$ cat config.mk
export PLATFORM = sky130hd
export DESIGN_NAME = rle_row_decompressor_flat
export DESIGN_NICKNAME = d
export VERILOG_FILES = /design/src/rtl/io_pkg.sv /design/src/rtl/rle_row_decompressor_if.sv /design/src/rtl/rle_run_filler.sv /design/src/rtl/rle_row_decompressor.sv /design/src/flat_wrapper.sv
export SDC_FILE = /design/constraint.sdc
export NUM_CORES = 1
export LEC_CHECK = 0
export ABC_CLOCK_PERIOD_IN_PS = 5400
export BUFFER_PORTS_ARGS = -buffer_cell sky130_fd_sc_hd__buf_2
export CAP_MARGIN = 0
export CORE_MARGIN = 3
export CORE_UTILIZATION = 59
export CTS_CLUSTER_DIAMETER = 150
export DETAILED_ROUTE_END_ITERATION = 16
export PLACE_DENSITY = 0.81
export SYNTH_ARGS = -nofsm -noshare
export SYNTH_HDL_FRONTEND = slang
export SYNTH_SLANG_ARGS = --single-unit
$ cat constraint.sdc
create_clock -name clk -period 5.4 [get_ports clk]
set_input_delay 0.27 -clock clk [delete_from_list [all_inputs] [get_ports clk]]
set_output_delay 0.27 -clock clk [all_outputs]
set_load 0.005 [all_outputs]
$ cat src/rtl/io_pkg.sv
// Shared IO-module definitions: decoder FSM states, token layout and the
// default geometry the row DMA is built for.
package io_pkg;

  localparam int DEF_ROW_SIZE = 16;
  localparam int DEF_CNT_W    = 8;
  localparam int DEF_NUM_ROWS = 16;

  // Run bit sits just above the run-length field of a token.
  localparam int RUN_BIT_POS  = DEF_CNT_W;

  typedef enum logic [1:0] {
    IDLE    = 2'd0,
    FILL    = 2'd1,
    ROW_OUT = 2'd2,
    DONE    = 2'd3
  } state_e;

endpackage

$ cat src/rtl/rle_row_decompressor_if.sv
// Token input and row output handshakes between the token source, the RLE
// decoder and the row DMA.
interface rle_row_decompressor_if #(
  parameter int ROW_SIZE = io_pkg::DEF_ROW_SIZE,
  parameter int CNT_W    = io_pkg::DEF_CNT_W
);
  // Valid/ready: a token transfers at a posedge where in_valid && in_ready;
  // the source holds in_data stable while in_valid is high and not accepted.
  // A row transfers at a posedge where row_valid && row_ack; row_out is held
  // unchanged while row_valid is high.
  logic                in_valid;
  logic [CNT_W:0]      in_data;
  logic                in_ready;
  logic [ROW_SIZE-1:0] row_out;
  logic                row_valid;
  logic                row_ack;

  modport master (
    output in_valid, in_data, row_ack,
    input  in_ready, row_out, row_valid
  );

  modport slave (
    input  in_valid, in_data, row_ack,
    output in_ready, row_out, row_valid
  );
endinterface

$ cat src/rtl/rle_run_filler.sv
// Writes as much of the current run as fits into the row being assembled,
// starting at fill_ptr; k is the number of bits written this cycle.
module rle_run_filler #(
  parameter  int ROW_SIZE = 16,
  parameter  int CNT_W    = 8,
  localparam int PW       = $clog2(ROW_SIZE + 1)
) (
  input  logic [PW-1:0]       fill_ptr,
  input  logic [CNT_W-1:0]    run_rem,
  input  logic                run_bit,
  input  logic [ROW_SIZE-1:0] row_buf,
  output logic [PW-1:0]       k,
  output logic [ROW_SIZE-1:0] row_buf_nxt
);

  // Wide enough for both operands plus headroom for fill_ptr + k.
  localparam int XW = ((CNT_W > PW) ? CNT_W : PW) + 1;

  logic [XW-1:0] space_x;
  logic [XW-1:0] rem_x;
  logic [XW-1:0] k_x;
  logic [XW-1:0] end_x;

  always_comb begin
    space_x     = XW'(ROW_SIZE) - XW'(fill_ptr);
    rem_x       = XW'(run_rem);
    k_x         = (rem_x < space_x) ? rem_x : space_x;
    k           = PW'(k_x);
    end_x       = XW'(fill_ptr) + k_x;
    row_buf_nxt = row_buf;
    for (int i = 0; i < ROW_SIZE; i++) begin
      if ((XW'(i) >= XW'(fill_ptr)) && (XW'(i) < end_x)) begin
        row_buf_nxt[i] = run_bit;
      end
    end
  end

endmodule

$ cat src/rtl/rle_row_decompressor.sv
// Run-length decoder feeding the row DMA: rebuilds ROW_SIZE-bit rows from
// {bit, length} tokens, holds each row until acked, and counts rows per frame.
module rle_row_decompressor
  import io_pkg::*;
#(
  parameter int ROW_SIZE = DEF_ROW_SIZE,
  parameter int CNT_W    = DEF_CNT_W,
  parameter int NUM_ROWS = DEF_NUM_ROWS
) (
  input  logic                         clk,
  input  logic                         rst,
  input  logic                         start,
  rle_row_decompressor_if.slave        bus,
  output logic                         frame_done,
  output logic                         overrun_err,
  output logic                         busy,
  output state_e                       dbg_state
);

  localparam int PW = $clog2(ROW_SIZE + 1);
  localparam int RW = $clog2(NUM_ROWS + 1);

  state_e              state_q, state_d;
  logic [ROW_SIZE-1:0] row_buf_q, row_buf_d;
  logic [PW-1:0]       fill_ptr_q, fill_ptr_d;
  logic [CNT_W-1:0]    run_rem_q, run_rem_d;
  logic                run_bit_q, run_bit_d;
  logic [RW-1:0]       row_cnt_q, row_cnt_d;
  logic                overrun_q, overrun_d;
  logic                row_valid_q, frame_done_q, busy_q;

  logic [PW-1:0]       k;
  logic [ROW_SIZE-1:0] row_buf_fill;
  logic                in_ready;

  rle_run_filler #(
    .ROW_SIZE (ROW_SIZE),
    .CNT_W    (CNT_W)
  ) u_filler (
    .fill_ptr    (fill_ptr_q),
    .run_rem     (run_rem_q),
    .run_bit     (run_bit_q),
    .row_buf     (row_buf_q),
    .k           (k),
    .row_buf_nxt (row_buf_fill)
  );

  // A token is only taken once the previous run is fully written.
  assign in_ready = (state_q == FILL) && (run_rem_q == '0);

  always_comb begin
    state_d    = state_q;
    row_buf_d  = row_buf_q;
    fill_ptr_d = fill_ptr_q;
    run_rem_d  = run_rem_q;
    run_bit_d  = run_bit_q;
    row_cnt_d  = row_cnt_q;
    overrun_d  = overrun_q;
    unique case (state_q)
      IDLE: begin
        if (start) begin
          state_d    = FILL;
          overrun_d  = 1'b0;
          row_cnt_d  = '0;
          row_buf_d  = '0;
          fill_ptr_d = '0;
          run_rem_d  = '0;
        end
      end
      FILL: begin
        if (run_rem_q == '0) begin
          if (bus.in_valid) begin
            run_rem_d = bus.in_data[CNT_W-1:0];
            run_bit_d = bus.in_data[CNT_W];
          end
        end else begin
          row_buf_d  = row_buf_fill;
          fill_ptr_d = fill_ptr_q + k;
          run_rem_d  = run_rem_q - CNT_W'(k);
          if (fill_ptr_d == PW'(ROW_SIZE)) state_d = ROW_OUT;
        end
      end
      ROW_OUT: begin
        if (bus.row_ack) begin
          row_buf_d  = '0;
          fill_ptr_d = '0;
          row_cnt_d  = row_cnt_q + 1'b1;
          if (row_cnt_q == RW'(NUM_ROWS - 1)) begin
            state_d = DONE;
            // Leftover run bits at frame end mean the stream was malformed.
            if (run_rem_q != '0) begin
              overrun_d = 1'b1;
              run_rem_d = '0;
            end
          end else begin
            state_d = FILL;
          end
        end
      end
      DONE:    state_d = IDLE;
      default: state_d = IDLE;
    endcase
  end

  always_ff @(posedge clk or posedge rst) begin
    if (rst) begin
      state_q      <= IDLE;
      row_buf_q    <= '0;
      fill_ptr_q   <= '0;
      run_rem_q    <= '0;
      run_bit_q    <= 1'b0;
      row_cnt_q    <= '0;
      overrun_q    <= 1'b0;
      row_valid_q  <= 1'b0;
      frame_done_q <= 1'b0;
      busy_q       <= 1'b0;
    end else begin
      state_q      <= state_d;
      row_buf_q    <= row_buf_d;
      fill_ptr_q   <= fill_ptr_d;
      run_rem_q    <= run_rem_d;
      run_bit_q    <= run_bit_d;
      row_cnt_q    <= row_cnt_d;
      overrun_q    <= overrun_d;
      row_valid_q  <= (state_d == ROW_OUT);
      frame_done_q <= (state_d == DONE);
      busy_q       <= (state_d != IDLE);
    end
  end

  assign bus.in_ready  = in_ready;
  assign bus.row_out   = row_buf_q;
  assign bus.row_valid = row_valid_q;
  assign frame_done    = frame_done_q;
  assign overrun_err   = overrun_q;
  assign busy          = busy_q;
  assign dbg_state     = state_q;

endmodule

$ cat src/flat_wrapper.sv
// flat-port wrapper written by rule: the top's interface ports become plain ports
module rle_row_decompressor_flat import io_pkg::*;
#(
  parameter int ROW_SIZE = DEF_ROW_SIZE,
  parameter int CNT_W    = DEF_CNT_W,
  parameter int NUM_ROWS = DEF_NUM_ROWS
)
  (clk, rst, start, frame_done, overrun_err, busy, dbg_state, bus_in_valid, bus_in_data, bus_row_ack, bus_in_ready, bus_row_out, bus_row_valid);
  rle_row_decompressor_if #(.ROW_SIZE(ROW_SIZE), .CNT_W(CNT_W)) bus_i ();
  input  logic clk;
  input  logic rst;
  input  logic start;
  output logic frame_done;
  output logic overrun_err;
  output logic busy;
  output state_e dbg_state;
  input wire logic [$bits(bus_i.in_valid)-1:0] bus_in_valid;
  input wire logic [$bits(bus_i.in_data)-1:0] bus_in_data;
  input wire logic [$bits(bus_i.row_ack)-1:0] bus_row_ack;
  output wire logic [$bits(bus_i.in_ready)-1:0] bus_in_ready;
  output wire logic [$bits(bus_i.row_out)-1:0] bus_row_out;
  output wire logic [$bits(bus_i.row_valid)-1:0] bus_row_valid;
  assign bus_i.in_valid = bus_in_valid;
  assign bus_i.in_data = bus_in_data;
  assign bus_i.row_ack = bus_row_ack;
  assign bus_in_ready = bus_i.in_ready;
  assign bus_row_out = bus_i.row_out;
  assign bus_row_valid = bus_i.row_valid;
  rle_row_decompressor #(.ROW_SIZE(ROW_SIZE), .CNT_W(CNT_W), .NUM_ROWS(NUM_ROWS)) u_core (.clk(clk), .rst(rst), .start(start), .bus(bus_i), .frame_done(frame_done), .overrun_err(overrun_err), .busy(busy), .dbg_state(dbg_state));
endmodule
Word level (Yosys, flattened, before mapping)
Index checks and enable logic that the tools add are counted.

word-level totals
  bits in read-only memories = 0
  bits in registers = 41
  memories kept = 0
  input bits = 14
  memory bits (writable) = 0
  latch bits = 0
  output and inout port bits = 23
  word-level logic and storage cells = 181

cells by class
  order comparisons = 33
  bitwise operators = 0
  mux-type cells = 45
  equality and inequality tests = 29
  shifts and indexed selects = 0
  divide/modulo/power cells = 0
  multiply operators = 0
  reduce and logical (&&, ||, !) cells = 44
  add/subtract/negate cells = 5

operator list
  kind                  count
  $reduce_and A5 Y1     17
  $lt A4 B9 Y1 const A  8
  $mux W16              3
  $mux W8               6
  $pmux W16 S3          1
  $ge A4 B5 Y1 const A  8
  $ne A2 B2 Y1 const B  19
  $lt A3 B9 Y1 const A  4
  $pmux W8 S3           1
  $ge A3 B5 Y1 const A  4
  $mux W1               20
  $mux W5               4
  $lt A1 B9 Y1 const A  2
  $lt A2 B9 Y1 const A  2
  $logic_and A1 B1 Y1   17
  $pmux W5 S3           1
  $ge A1 B5 Y1 const A  2
  $ge A2 B5 Y1 const A  2
  $mux W2               5
  $pmux W5 S2           1
  $add A5 B9 Y9         1
  $lt A8 B9 Y1          1
  $mux W9               1
  $eq A2 B2 Y1 const B  4
  other kinds (19)      22

Longest topological paths before layout
  depth in word-level cells = 9
  mapped depth = 22

Modules after synthesis
A second synthesis with hierarchy kept.

unflattened totals
  cells, all modules = 354
  area total of the unflattened synthesis = 3,273.1 µm²

modules (own cells, without submodules)
  module                times used  seq. area each (µm²)  area an instance (µm²)  cells an instance
  rle_row_decompressor  1           1,026.0               2,190.9                 206
  rle_run_filler        1           0.0                   1,082.3                 148

Worst setup path after synthesis
Ideal clock, no wire load.

  path kind = register -> register
  start = reg u_core.fill_ptr_q[1]
  end = reg u_core.row_buf_q[6] (netlist: u_core.bus.row_out[6])
  path buffers = 3
  library setup time = 146 ps
  setup slack = 824 ps
  data arrival time = 4,430 ps
  stages on the path, launching flop included = 21
  path through = dfrtp_1 -> buf_2 -> inv_1 -> ha_1 -> nor3b_1 -> ha_1 -> ha_1 -> and4_1 -> o21ai_0 -> o211ai_1 -> and2_1 -> clkbuf_1 -> mux2_2 -> fa_1 -> nand3_1 -> nand2_1 -> xnor2_1 -> o211ai_1 -> clkbuf_1 -> o311ai_0 -> o311ai_1

between the ends
  longest elaborated chain between the ends = 8

RTL lines
  element                               RTL line                     RTL
  start, declared                       rle_row_decompressor.sv:25   logic [PW-1:0] fill_ptr_q, fill_ptr_d;
  start signal, assigned                rle_row_decompressor.sv:120  fill_ptr_q <= fill_ptr_d;
  $sub A5 B5 Y6                         rle_run_filler.sv:25         space_x = XW'(ROW_SIZE) - XW'(fill_ptr);
  $lt A8 B9 Y1                          rle_run_filler.sv:27         k_x = (rem_x < space_x) ? rem_x : space_x;
  $mux W9                               rle_run_filler.sv:27
  $add A5 B9 Y9                         rle_run_filler.sv:29         end_x = XW'(fill_ptr) + k_x;
  $lt A3 B9 Y1                          rle_run_filler.sv:32         if ((XW'(i) >= XW'(fill_ptr)) && (XW'(i) < end_x)) begin
  $logic_and A1 B1 Y1 *                 rle_run_filler.sv:32
  $ne A2 B2 Y1 (no source line) *       -
  $reduce_and A5 Y1 (no source line) *  -
  end signal, assigned                  rle_row_decompressor.sv:119  row_buf_q <= row_buf_d;
  end, declared                         rle_row_decompressor.sv:24   logic [ROW_SIZE-1:0] row_buf_q, row_buf_d;

Every way passes the cells marked *; elsewhere a longest branch is shown, timed or not.
A chain may end at the register's enable or synchronous reset.

Final worst setup path
  start = reg u_core.fill_ptr_q[1]
  end = reg u_core.row_buf_q[2] (netlist: u_core.bus.row_out[2])

between the ends
  longest elaborated chain between the ends = 8

RTL lines
  element                               RTL line
  $sub A5 B5 Y6                         rle_run_filler.sv:25
  $lt A8 B9 Y1                          rle_run_filler.sv:27
  $mux W9                               rle_run_filler.sv:27
  $add A5 B9 Y9                         rle_run_filler.sv:29
  $lt A2 B9 Y1                          rle_run_filler.sv:32
  $logic_and A1 B1 Y1 *                 rle_run_filler.sv:32
  $ne A2 B2 Y1 (no source line) *       -
  $reduce_and A5 Y1 (no source line) *  -

Marks and branches as above.

==> out/metrics.cfg <==
[outcome]
run_status = complete, no violations

[cts]
clk_pin_slew_worst_paths_ps = 80
maximum_number_of_buffers_from_clock_root_to_sink = 2
clockRootBuffer = clkbuf_8
htree_levels = 2
cts_tree = yes
tritoncts.num_buffers = 5
postCtsSetupBuffers = 0
cts_hold_repair.buffers = 0
postCtsResizedCells = 0
clock_insertion_delay_worst_skew_ps = 300
cts_num_sinks = 41

[logic_synthesis]
synth.distinct_cells = 57
ys_ff_latch = 41
yosys_most_used_dff = dfrtp_1
sequential_share_of_the_synthesized_area = 0.329
syn_avg_cell_area_um2 = 8.42
synth.net_count = 409
post_synthesis_cell_type_with_the_largest_combined_area = dfrtp_1
synth-edff-count = 0
yosys-top-cells-area = dfrtp_1, ha_1, nand2_1
synth-async-reset-ratio = 1.00
yosysTopAreaCellShare = 0.329
yosys_warnings = 0
synth.cell_area_um2 = 3120
postSynthCellCount = 371

[floorplanning]
rows = 25
die_area_um2 = 6200
die_x_um = 78.8
chipHeight_um = 78.8
i_o_pin_count = 37
floorplan.initialDensity = 0.636
core_area_um2 = 4910

[sta]
finalClockSkew_ps = 9.45
timing.slew.headroom = 0.470
timing.setup.tns_ps = 0
timing_max_transition_violations_final = 0
finalCritPeriodShare = 0.931
setup-violations-final = 0
max_freq_mhz = 199
tightestPinTransition_ps = 794
min_period_ps = 5030
grt_setup_unrepaired = no
timing_hold_violations_final = 0

[setup_path]
critical_path.startpoint_type = register
instance_count_on_the_critical_path = 16
count_of_buffer_and_inverter_cells_on_the_critical_path = 1
critical-path-top-cell-by-count = ha_1
worst_r2r_endpoint = u_core.bus.row_out[2]
timing.critical_path.arrival_ps = 5220
timing_worst_setup_path_type = register to register
endpoint = u_core.bus.row_out[2]
worst-r2r-cell-count = 16
r2r_start = u_core.fill_ptr_q[1]
timing.reg2reg.setup_slack_ps = 370
crit_chain = inv_1, ha_1, nor3b_1, ha_1, ha_1, and4_1, o21ai_0, o211ai_1, and2_1, mux2_2, ha_1, a21oi_1, o21bai_1, xnor2_1, nand2_1, o311ai_1
cp_data_required_time_ps = 5590
crit_path_max_fanout = 11
critPathMaxStageDelay_ps = 630
timing.critical_path.max_delay_family = adder cells
worst_setup_path_startpoint = u_core.fill_ptr_q[1]
critical-path-slowest-cell = xnor2_1
setup.worst_path.end_class = register

[worst_hold_path]
hold_path_class = input port to async pin

[routing]
wirelength_um = 7620
first_pass_iters = 4
drt-wirelength-per-cell_um = 16.3
first_iter_violations = 154
vias_per_cell = 6.21
drt_drc_violations_left = 0
num_vias = 2900
antenna_violating_nets_post_route = 0

[placed_design]
gp_congestion = 0.931
detailed_place_hpwl_um = 5430
placement.io_buffers = 36

[global_routing]
grt_start_max_net_pins = 42
grt_pass1_vias = 2725
grt.overflow.total = 0
grt_pass1_wl_um = 12800
initial_antenna_violation_count = 0
grt_util_all_layers = 0.255

[final_layout]
finalNetCount = 437
seq_area_um2 = 1030
antenna_cells = 0
num-fill-cells = 408
area_growth_syn_to_layout_pct = 9.29
multi_input_area_um2 = 1920
final_layout_size_suffix_gt1_frac = 0.168

[run]
cap_violations = 0

-- registers in the layout (all words and copies together), names as in the netlist --
| register | flops |
|---|---|
| u_core.row_cnt_q | 5 |
| u_core.run_rem_q | 8 |
| u_core.overrun_err | 1 |
| u_core.frame_done | 1 |
| u_core.bus.row_valid | 1 |
| u_core.dbg_state | 2 |
| u_core.bus.row_out | 16 |
| u_core.fill_ptr_q | 5 |
| u_core.run_bit_q | 1 |
| u_core.busy | 1 |
-- worst min path at each step --
stage          start                     end
2_1_floorplan  start      u_core.overrun_err
3_3_place_gp     rst  u_core.bus.row_out[12]
3_5_place_dp     rst  u_core.bus.row_out[13]
4_1_cts          rst     u_core.run_rem_q[0]
5_1_grt          rst  u_core.bus.row_out[13]
6_report         rst   u_core.bus.row_out[0]
-- worst min-delay path, cell delays in order --
cell	delay [ps]
buf_2	90
inv_1	40
buf_4	450
-- per-layer routing --
metal / up-vias / part of all wire / GRT usage
met5: - / 0 / 0
met4: 0 / 0.012 / 0.0857
met3: 13 / 0.062 / 0.0385
met2: 121 / 0.47 / 0.414
met1: 1356 / 0.46 / 0.350
li1: 1410 / - / -
-- layout make-up --
| class | count | area share |
|---|---|---|
| Clock buffer | 5 | 0.0202 |
| Clock inverter | 3 | 0.00513 |
| Inverter | 19 | 0.0209 |
| Multi-Input combinational cell | 290 | 0.563 |
| Sequential cell | 41 | 0.301 |
| Tap cell | 67 | 0.0246 |
| Timing Repair Buffer | 42 | 0.0660 |
-- cells in the final DEF (no fill, tap or decap), types with 10 or more instances in the layout --
cell / count
o21ai_0: 26
dfrtp_1: 41
inv_1: 19
nand2_1: 49
buf_2: 36
o211ai_1: 17
ha_1: 22
a21oi_1: 19
nor3_1: 10
nor2_1: 29
nand3_1: 12
-- synth_stat cells (all sizes together), types with 6 or more instances --
cell	n
nand2	49
dfrtp	41
nor2	30
o21ai	28
ha	22
a21oi	20
inv	19
o211ai	17
nand3	12
nor3	12
clkbuf	11
buf	10
o311ai	9
xnor2	8
a22o	6
nand2b	6
nor2b	6
-- stage by stage --
step	hold slack, ps	instances	worst slack, ps	cell area [µm²]	utilization
global route	159	467	17.2	3410	0.695
global placement	426	459	635	3330	0.677
floorplan	355	371	824	3120	-
CTS	114	467	475	3410	0.695
finish	98.0	467	371	3410	0.695
detailed placement	436	459	500	3330	0.677
-- cell families (layout without fill, tap and decap cells) --
kind of cell               count (synthesis)  count (layout)  share of synthesized area
adders and majority gates                 24              24                      0.101
DFF                                       41              41                      0.329
AOI/OAI and AO/OA                        115             115                      0.253
and+or+nand+nor                          133             133                      0.204
xor gates and xnor gates                  10              10                     0.0280
muxes                                      8               8                     0.0276
buffers and inverters                     40              69                     0.0573
Power is not shown: default switching activity piles up to over one toggle a cycle in this logic, so the estimate is an artifact.
